--- config.mk ---
export PLATFORM = sky130hd
export DESIGN_NAME = fcmp_pipe
export DESIGN_NICKNAME = d
export VERILOG_FILES = /design/src/rtl/fpu_cmp_pkg.sv /design/src/rtl/fcmp_core.sv /design/src/rtl/fcmp_pipe.sv
export SDC_FILE = /design/constraint.sdc
export NUM_CORES = 1
export LEC_CHECK = 0
export CELL_PAD_IN_SITES_DETAIL_PLACEMENT = 0
export CELL_PAD_IN_SITES_GLOBAL_PLACEMENT = 1
export CORE_ASPECT_RATIO = 1.2
export CORE_MARGIN = 4
export CORE_UTILIZATION = 29
export CTS_CLUSTER_DIAMETER = 30
export DETAILED_ROUTE_END_ITERATION = 10
export HOLD_SLACK_MARGIN = 0.03
export PLACE_DENSITY = 0.89
export SETUP_SLACK_MARGIN = 0.05
export SLEW_MARGIN = 20
export SYNTH_ARGS = -nofsm -noshare
export SYNTH_HDL_FRONTEND = slang
export SYNTH_SLANG_ARGS = --single-unit
--- constraint.sdc ---
create_clock -name clk -period 1.8 [get_ports clk]
set_input_delay 0.27 -clock clk [delete_from_list [all_inputs] [get_ports clk]]
set_output_delay 0.27 -clock clk [all_outputs]
set_load 0.005 [all_outputs]
--- src/rtl/fpu_cmp_pkg.sv ---
// Shared types and default widths for the floating-point compare unit.
// Provides the operation encoding, the per-result flag struct carried
// down the pipeline, and the default IEEE-754 single-precision geometry.
package fpu_cmp_pkg;

    localparam int unsigned DEF_EXP_W   = 8;
    localparam int unsigned DEF_MAN_W   = 23;
    localparam int unsigned DEF_TAG_W   = 5;
    localparam int unsigned DEF_LATENCY = 2;

    typedef enum logic [1:0] {
        OP_FEQ = 2'b00,
        OP_FLT = 2'b01,
        OP_FLE = 2'b10,
        OP_RSV = 2'b11
    } cmp_op_e;

    // Compare outcome; the pipeline pairs it with the request tag.
    typedef struct packed {
        logic y;
        logic nv;
    } cmp_res_t;

endpackage

--- src/rtl/fcmp_core.sv ---
// Combinational IEEE-754 compare: classifies both operands and evaluates
// FEQ / FLT / FLE with the invalid-operation flag.
// Ports:
//   op    - requested operation (cmp_op_e)
//   x1    - operand 1, {sign, exponent, mantissa}
//   x2    - operand 2
//   y_c   - compare result
//   nv_c  - invalid-operation flag
module fcmp_core
    import fpu_cmp_pkg::*;
#(
    parameter  int unsigned EXP_W = DEF_EXP_W,
    parameter  int unsigned MAN_W = DEF_MAN_W,
    localparam int unsigned W     = 1 + EXP_W + MAN_W
) (
    input  cmp_op_e        op,
    input  logic [W-1:0]   x1,
    input  logic [W-1:0]   x2,
    output logic           y_c,
    output logic           nv_c
);

    logic             s1, s2;
    logic [EXP_W-1:0] e1, e2;
    logic [MAN_W-1:0] m1, m2;
    logic [W-2:0]     mag1, mag2;
    logic             nan1, nan2, snan1, snan2, zero1, zero2, any_nan;
    logic             lt, eq;

    // Field split and classification.
    assign s1    = x1[W-1];
    assign s2    = x2[W-1];
    assign e1    = x1[W-2 -: EXP_W];
    assign e2    = x2[W-2 -: EXP_W];
    assign m1    = x1[MAN_W-1:0];
    assign m2    = x2[MAN_W-1:0];
    assign mag1  = x1[W-2:0];
    assign mag2  = x2[W-2:0];
    assign nan1  = (&e1) && (|m1);
    assign nan2  = (&e2) && (|m2);
    assign snan1 = nan1 && !m1[MAN_W-1];
    assign snan2 = nan2 && !m2[MAN_W-1];
    assign zero1 = ~|mag1;
    assign zero2 = ~|mag2;
    assign any_nan = nan1 || nan2;

    // Sign-magnitude ordering; {exp,man} is monotone in magnitude, so
    // infinities and subnormals fall out of a plain unsigned compare.
    always_comb begin
        lt = 1'b0;
        eq = 1'b0;
        if (zero1 && zero2) begin
            eq = 1'b1;
        end else if (s1 != s2) begin
            lt = s1;
        end else if (!s1) begin
            lt = mag1 < mag2;
            eq = mag1 == mag2;
        end else begin
            lt = mag1 > mag2;
            eq = mag1 == mag2;
        end
    end

    // Quiet compare for FEQ, signalling compare for FLT/FLE.
    always_comb begin
        y_c  = 1'b0;
        nv_c = 1'b0;
        case (op)
            OP_FEQ: begin
                y_c  = !any_nan && eq;
                nv_c = snan1 || snan2;
            end
            OP_FLT: begin
                y_c  = !any_nan && lt;
                nv_c = any_nan;
            end
            OP_FLE: begin
                y_c  = !any_nan && (lt || eq);
                nv_c = any_nan;
            end
            default: begin
                nv_c = 1'b1;
            end
        endcase
    end

endmodule

--- src/rtl/fcmp_pipe.sv ---
// Elastic, in-order pipelined floating-point compare with tag pass-through.
// The compare is evaluated on the accepted operands; {y, nv, tag} then
// moves through LATENCY stages (legal 1..4). Bubbles collapse, so up to
// LATENCY results are held under back-pressure.
// Ports:
//   clk, rstn            - clock, asynchronous active-low reset
//   in_valid/in_ready    - request handshake
//   in_op, in_x1, in_x2  - operation and operands
//   in_tag               - opaque request tag
//   out_valid/out_ready  - result handshake
//   out_y, out_nv        - compare result and invalid flag
//   out_tag              - tag of the returned result
module fcmp_pipe
    import fpu_cmp_pkg::*;
#(
    parameter  int unsigned EXP_W   = DEF_EXP_W,
    parameter  int unsigned MAN_W   = DEF_MAN_W,
    parameter  int unsigned LATENCY = DEF_LATENCY,
    parameter  int unsigned TAG_W   = DEF_TAG_W,
    localparam int unsigned W       = 1 + EXP_W + MAN_W
) (
    input  logic             clk,
    input  logic             rstn,
    input  logic             in_valid,
    output logic             in_ready,
    input  logic [1:0]       in_op,
    input  logic [W-1:0]     in_x1,
    input  logic [W-1:0]     in_x2,
    input  logic [TAG_W-1:0] in_tag,
    output logic             out_valid,
    input  logic             out_ready,
    output logic             out_y,
    output logic             out_nv,
    output logic [TAG_W-1:0] out_tag
);

    typedef struct packed {
        cmp_res_t         res;
        logic [TAG_W-1:0] tag;
    } stage_t;

    logic               core_y_c, core_nv_c;
    logic               accept_c;
    logic               all_full_c;
    logic [LATENCY-1:0] ld_c;
    logic [LATENCY-1:0] vld_q;
    stage_t             pay_q [LATENCY];

    fcmp_core #(
        .EXP_W (EXP_W),
        .MAN_W (MAN_W)
    ) u_core (
        .op   (cmp_op_e'(in_op)),
        .x1   (in_x1),
        .x2   (in_x2),
        .y_c  (core_y_c),
        .nv_c (core_nv_c)
    );

    // Stage k may load unless it and every stage after it are full while
    // the consumer stalls; computed per stage to avoid a ripple loop.
    always_comb begin
        ld_c       = '0;
        all_full_c = 1'b0;
        for (int unsigned k = 0; k < LATENCY; k++) begin
            all_full_c = 1'b1;
            for (int unsigned j = k; j < LATENCY; j++) begin
                all_full_c = all_full_c & vld_q[j];
            end
            ld_c[k] = out_ready || !all_full_c;
        end
    end

    assign in_ready = ld_c[0];
    assign accept_c = in_valid && ld_c[0];

    // Stage registers; payload only moves with a valid entry so held
    // outputs stay stable under back-pressure.
    always_ff @(posedge clk or negedge rstn) begin
        if (!rstn) begin
            vld_q <= '0;
            for (int unsigned k = 0; k < LATENCY; k++) begin
                pay_q[k] <= '0;
            end
        end else begin
            if (ld_c[0]) begin
                vld_q[0] <= accept_c;
                if (accept_c) begin
                    pay_q[0].res.y  <= core_y_c;
                    pay_q[0].res.nv <= core_nv_c;
                    pay_q[0].tag    <= in_tag;
                end
            end
            for (int unsigned k = 1; k < LATENCY; k++) begin
                if (ld_c[k]) begin
                    vld_q[k] <= vld_q[k-1];
                    if (vld_q[k-1]) begin
                        pay_q[k] <= pay_q[k-1];
                    end
                end
            end
        end
    end

    assign out_valid = vld_q[LATENCY-1];
    assign out_y     = pay_q[LATENCY-1].res.y;
    assign out_nv    = pay_q[LATENCY-1].res.nv;
    assign out_tag   = pay_q[LATENCY-1].tag;

endmodule
==> results.json <==
{
  "syn_avg_cell_area_um2": 8.90,
  "grt_max_degree": 17,
  "worstPathArrival_ps": 2000,
  "initial_core_util": 0.305,
  "routed_wl_um": 5810,
  "skew_ps": 0.604,
  "dp_hpwl_um": 4770,
  "io_buffers": 83,
  "rsz0062_at_grt": "yes",
  "die_x_um": 79.0,
  "grt_overflow": 0,
  "first_pass_iters": 4,
  "endpoint": "pay_q[13]$_DFFE_PN0P_",
  "drt_iter0_drc": 39,
  "cts-root-buf": "clkbuf_8",
  "synth_edf_count": 0,
  "synth_seq_area_share": 0.228,
  "syn_inst": 197,
  "cts_tree": "built",
  "cp-end-kind": "flop",
  "dr_total_vias": 1981,
  "clk_pin_slew_worst_paths_ps": 60,
  "final_antenna_net_count": 0,
  "finalMaxSlewViolations": 0,
  "worst_pin_slew_ps": 317,
  "globalplace.congestion": 0.802,
  "grt_pass1_vias": 2168,
  "max-vdd-ir-drop_mv": 0.249,
  "worst_slack_ps": -20.4,
  "synth_seq_cells": 16,
  "fillers": 482,
  "placementRows": 30,
  "grt_pass1_wl_um": 9520,
  "async_reset_ff_frac": 1.00,
  "worstReg2RegStart": "vld_q[0]$_DFFE_PN0N_",
  "startpoint": "in_x1[24]",
  "max_freq_ghz": 0.549,
  "diodes": 0,
  "crit_type": "primary input to flop",
  "final_nets": 437,
  "ios": 84,
  "coreArea_um2": 5740,
  "status": "finished with violations",
  "die_height_um": 93.2,
  "netlist_area_um2": 1750,
  "seq_area_um2": 400,
  "setup-tns-final_ps": -20.4,
  "finalCritPeriodShare": 1.01,
  "cts_inserted_buffers": 3,
  "start_kind": "primary input",
  "wl_per_cell_um": 14.3,
  "reg2regPathDepth": 5,
  "violations": "negative setup slack",
  "final_common_cell": "buf_4",
  "drt-vias-per-instance": 4.89,
  "h-tree-depth": 1,
  "whs_ps": 345,
  "powerDensity_nw_per_um2": 438,
  "synth_cell_types": 37,
  "min_period_ps": 1820,
  "r2r_setup_slack_ps": 410,
  "clockBufferDepth": 2,
  "dieArea_um2": 7360,
  "cap_violations": 0,
  "drive_gt1_frac": 0.548,
  "holdBufCountCts": 0,
  "clkLatencyLatePin_ps": 250,
  "grt_antenna_before_repair": 0,
  "final_core_util": 0.595,
  "gr-usage-all-layers": 0.156,
  "hold_viol": 0,
  "hp-class": "primary input to asynchronous set/reset pin",
  "drc": 0,
  "synth_nets": 308,
  "cts_num_sinks": 16,
  "crit_fanout": 2,
  "maxSlewHeadroom": 0.788,
  "ys.flop_type": "dfrtp_1",
  "synthToLayoutAreaGrowth_pct": 94.8,
  "final_cell_mix": "buf_4, ha_4, clkdlybuf4s50_1",
  "leakage_uw": 0.00154,
  "yosysWarnings": 0,
  "worstReg2RegEnd": "pay_q[13]$_DFFE_PN0P_",
  "required_ps": 1980,
  "multi_input_area_um2": 1650,
  "setup_viol": 1
}
==> layer usage <==
metal,track usage,vias up,part of all wire,wire length [µm]
met5,0,-,0,0
met3,0.0154,4,0.051,295
met4,0.0258,0,0.0074,43
met2,0.305,57,0.55,3170
met1,0.183,939,0.40,2300
li1,-,981,-,-
==> flip-flops by register name (all words and copies together), names as in the netlist <==
signal	flops
out_tag	5
out_nv	1
out_y	1
pay_q	7
vld_q	2
==> Yosys cell counts (2+ instances only) <==
library cell	instances	area [µm²]
nand2_1	10	37.5
nand4_1	11	68.8
nand3b_1	2	15.0
nor2_1	3	11.3
a21oi_1	8	40.0
inv_1	34	128
nand3_1	4	20.0
a211oi_1	2	15.0
mux2_2	12	135
nand2b_1	3	18.8
a21o_1	3	22.5
o31a_1	2	17.5
o21bai_1	2	15.0
nor4_1	14	87.6
a221oi_1	3	26.3
ha_1	36	450
dfrtp_1	16	400
nor3_1	2	10.0
a221o_1	2	20.0
buf_4	5	37.5
o21ai_0	7	35.0
==> final cells by class <==
class,instances,area share
Clock buffer,4,0.0161
Multi-Input combinational cell,142,0.482
Inverter,34,0.0462
Timing Repair Buffer,129,0.309
Tap cell,80,0.0293
Sequential cell,16,0.117
==> where the power goes <==
group | total, µW | leakage (µW) | switching, µW | internal (µW)
Clock | 310 | 0.0000288 | 116 | 194
Sequential | 450 | 0.000192 | 29.1 | 421
Combinational | 735 | 0.00132 | 298 | 437
==> metrics by stage <==
stage	instances	area (µm²)	power (µW)	worst slack, ps
3_5_place_dp	392	3050	1110	-724
2_1_floorplan	197	1880	734	37.8
4_1_cts	400	3310	1470	-62.2
3_3_place_gp	392	3050	1100	-699
5_1_grt	405	3410	1610	-70.8
6_report	405	3410	1490	-20.4
==> worst max-delay path, cell delays in order <==
cell	delay, ps
buf_2	130
buf_4	140
nor4_2	260
nand4_1	160
or4b_4	570
a21boi_2	170
o31a_1	250
o21ai_2	50
==> worst min-delay path by stage <==
| stage | end | depth (start not counted) | slack [ps] | start |
|---|---|---|---|---|
| detailed placement | pay_q[12]$_DFFE_PN0P_ | 2 | 470 | pay_q[12]$_DFFE_PN0P_ |
| global placement | pay_q[12]$_DFFE_PN0P_ | 2 | 460 | pay_q[12]$_DFFE_PN0P_ |
| finish | out_y$_DFFE_PN0P_ | 2 | 350 | rstn |
| global route | pay_q[12]$_DFFE_PN0P_ | 2 | 350 | rstn |
| CTS | out_nv$_DFFE_PN0P_ | 2 | 350 | rstn |
| floorplan | out_nv$_DFFE_PN0P_ | 0 | -30 | rstn |
==> repair_timing <==
item | CTS | global route
pin swaps | 45 | 32
setup buffers | 4 | 5
setup endpoints to repair | 2 | 3
gates cloned | 0 | 0
gates resized for setup | 217 | 64
==> logic make-up after synthesis <==
group	synth area share
AO/OA/AOI/OAI	0.129
XOR/XNOR	0.00500
adder cells (fa/ha/maj)	0.257
buffers and inverters	0.0942
flip-flops	0.228
multiplexers	0.0771
AND/OR/NAND/NOR	0.209
No activity file was read; power rests on OpenSTA's default activity.
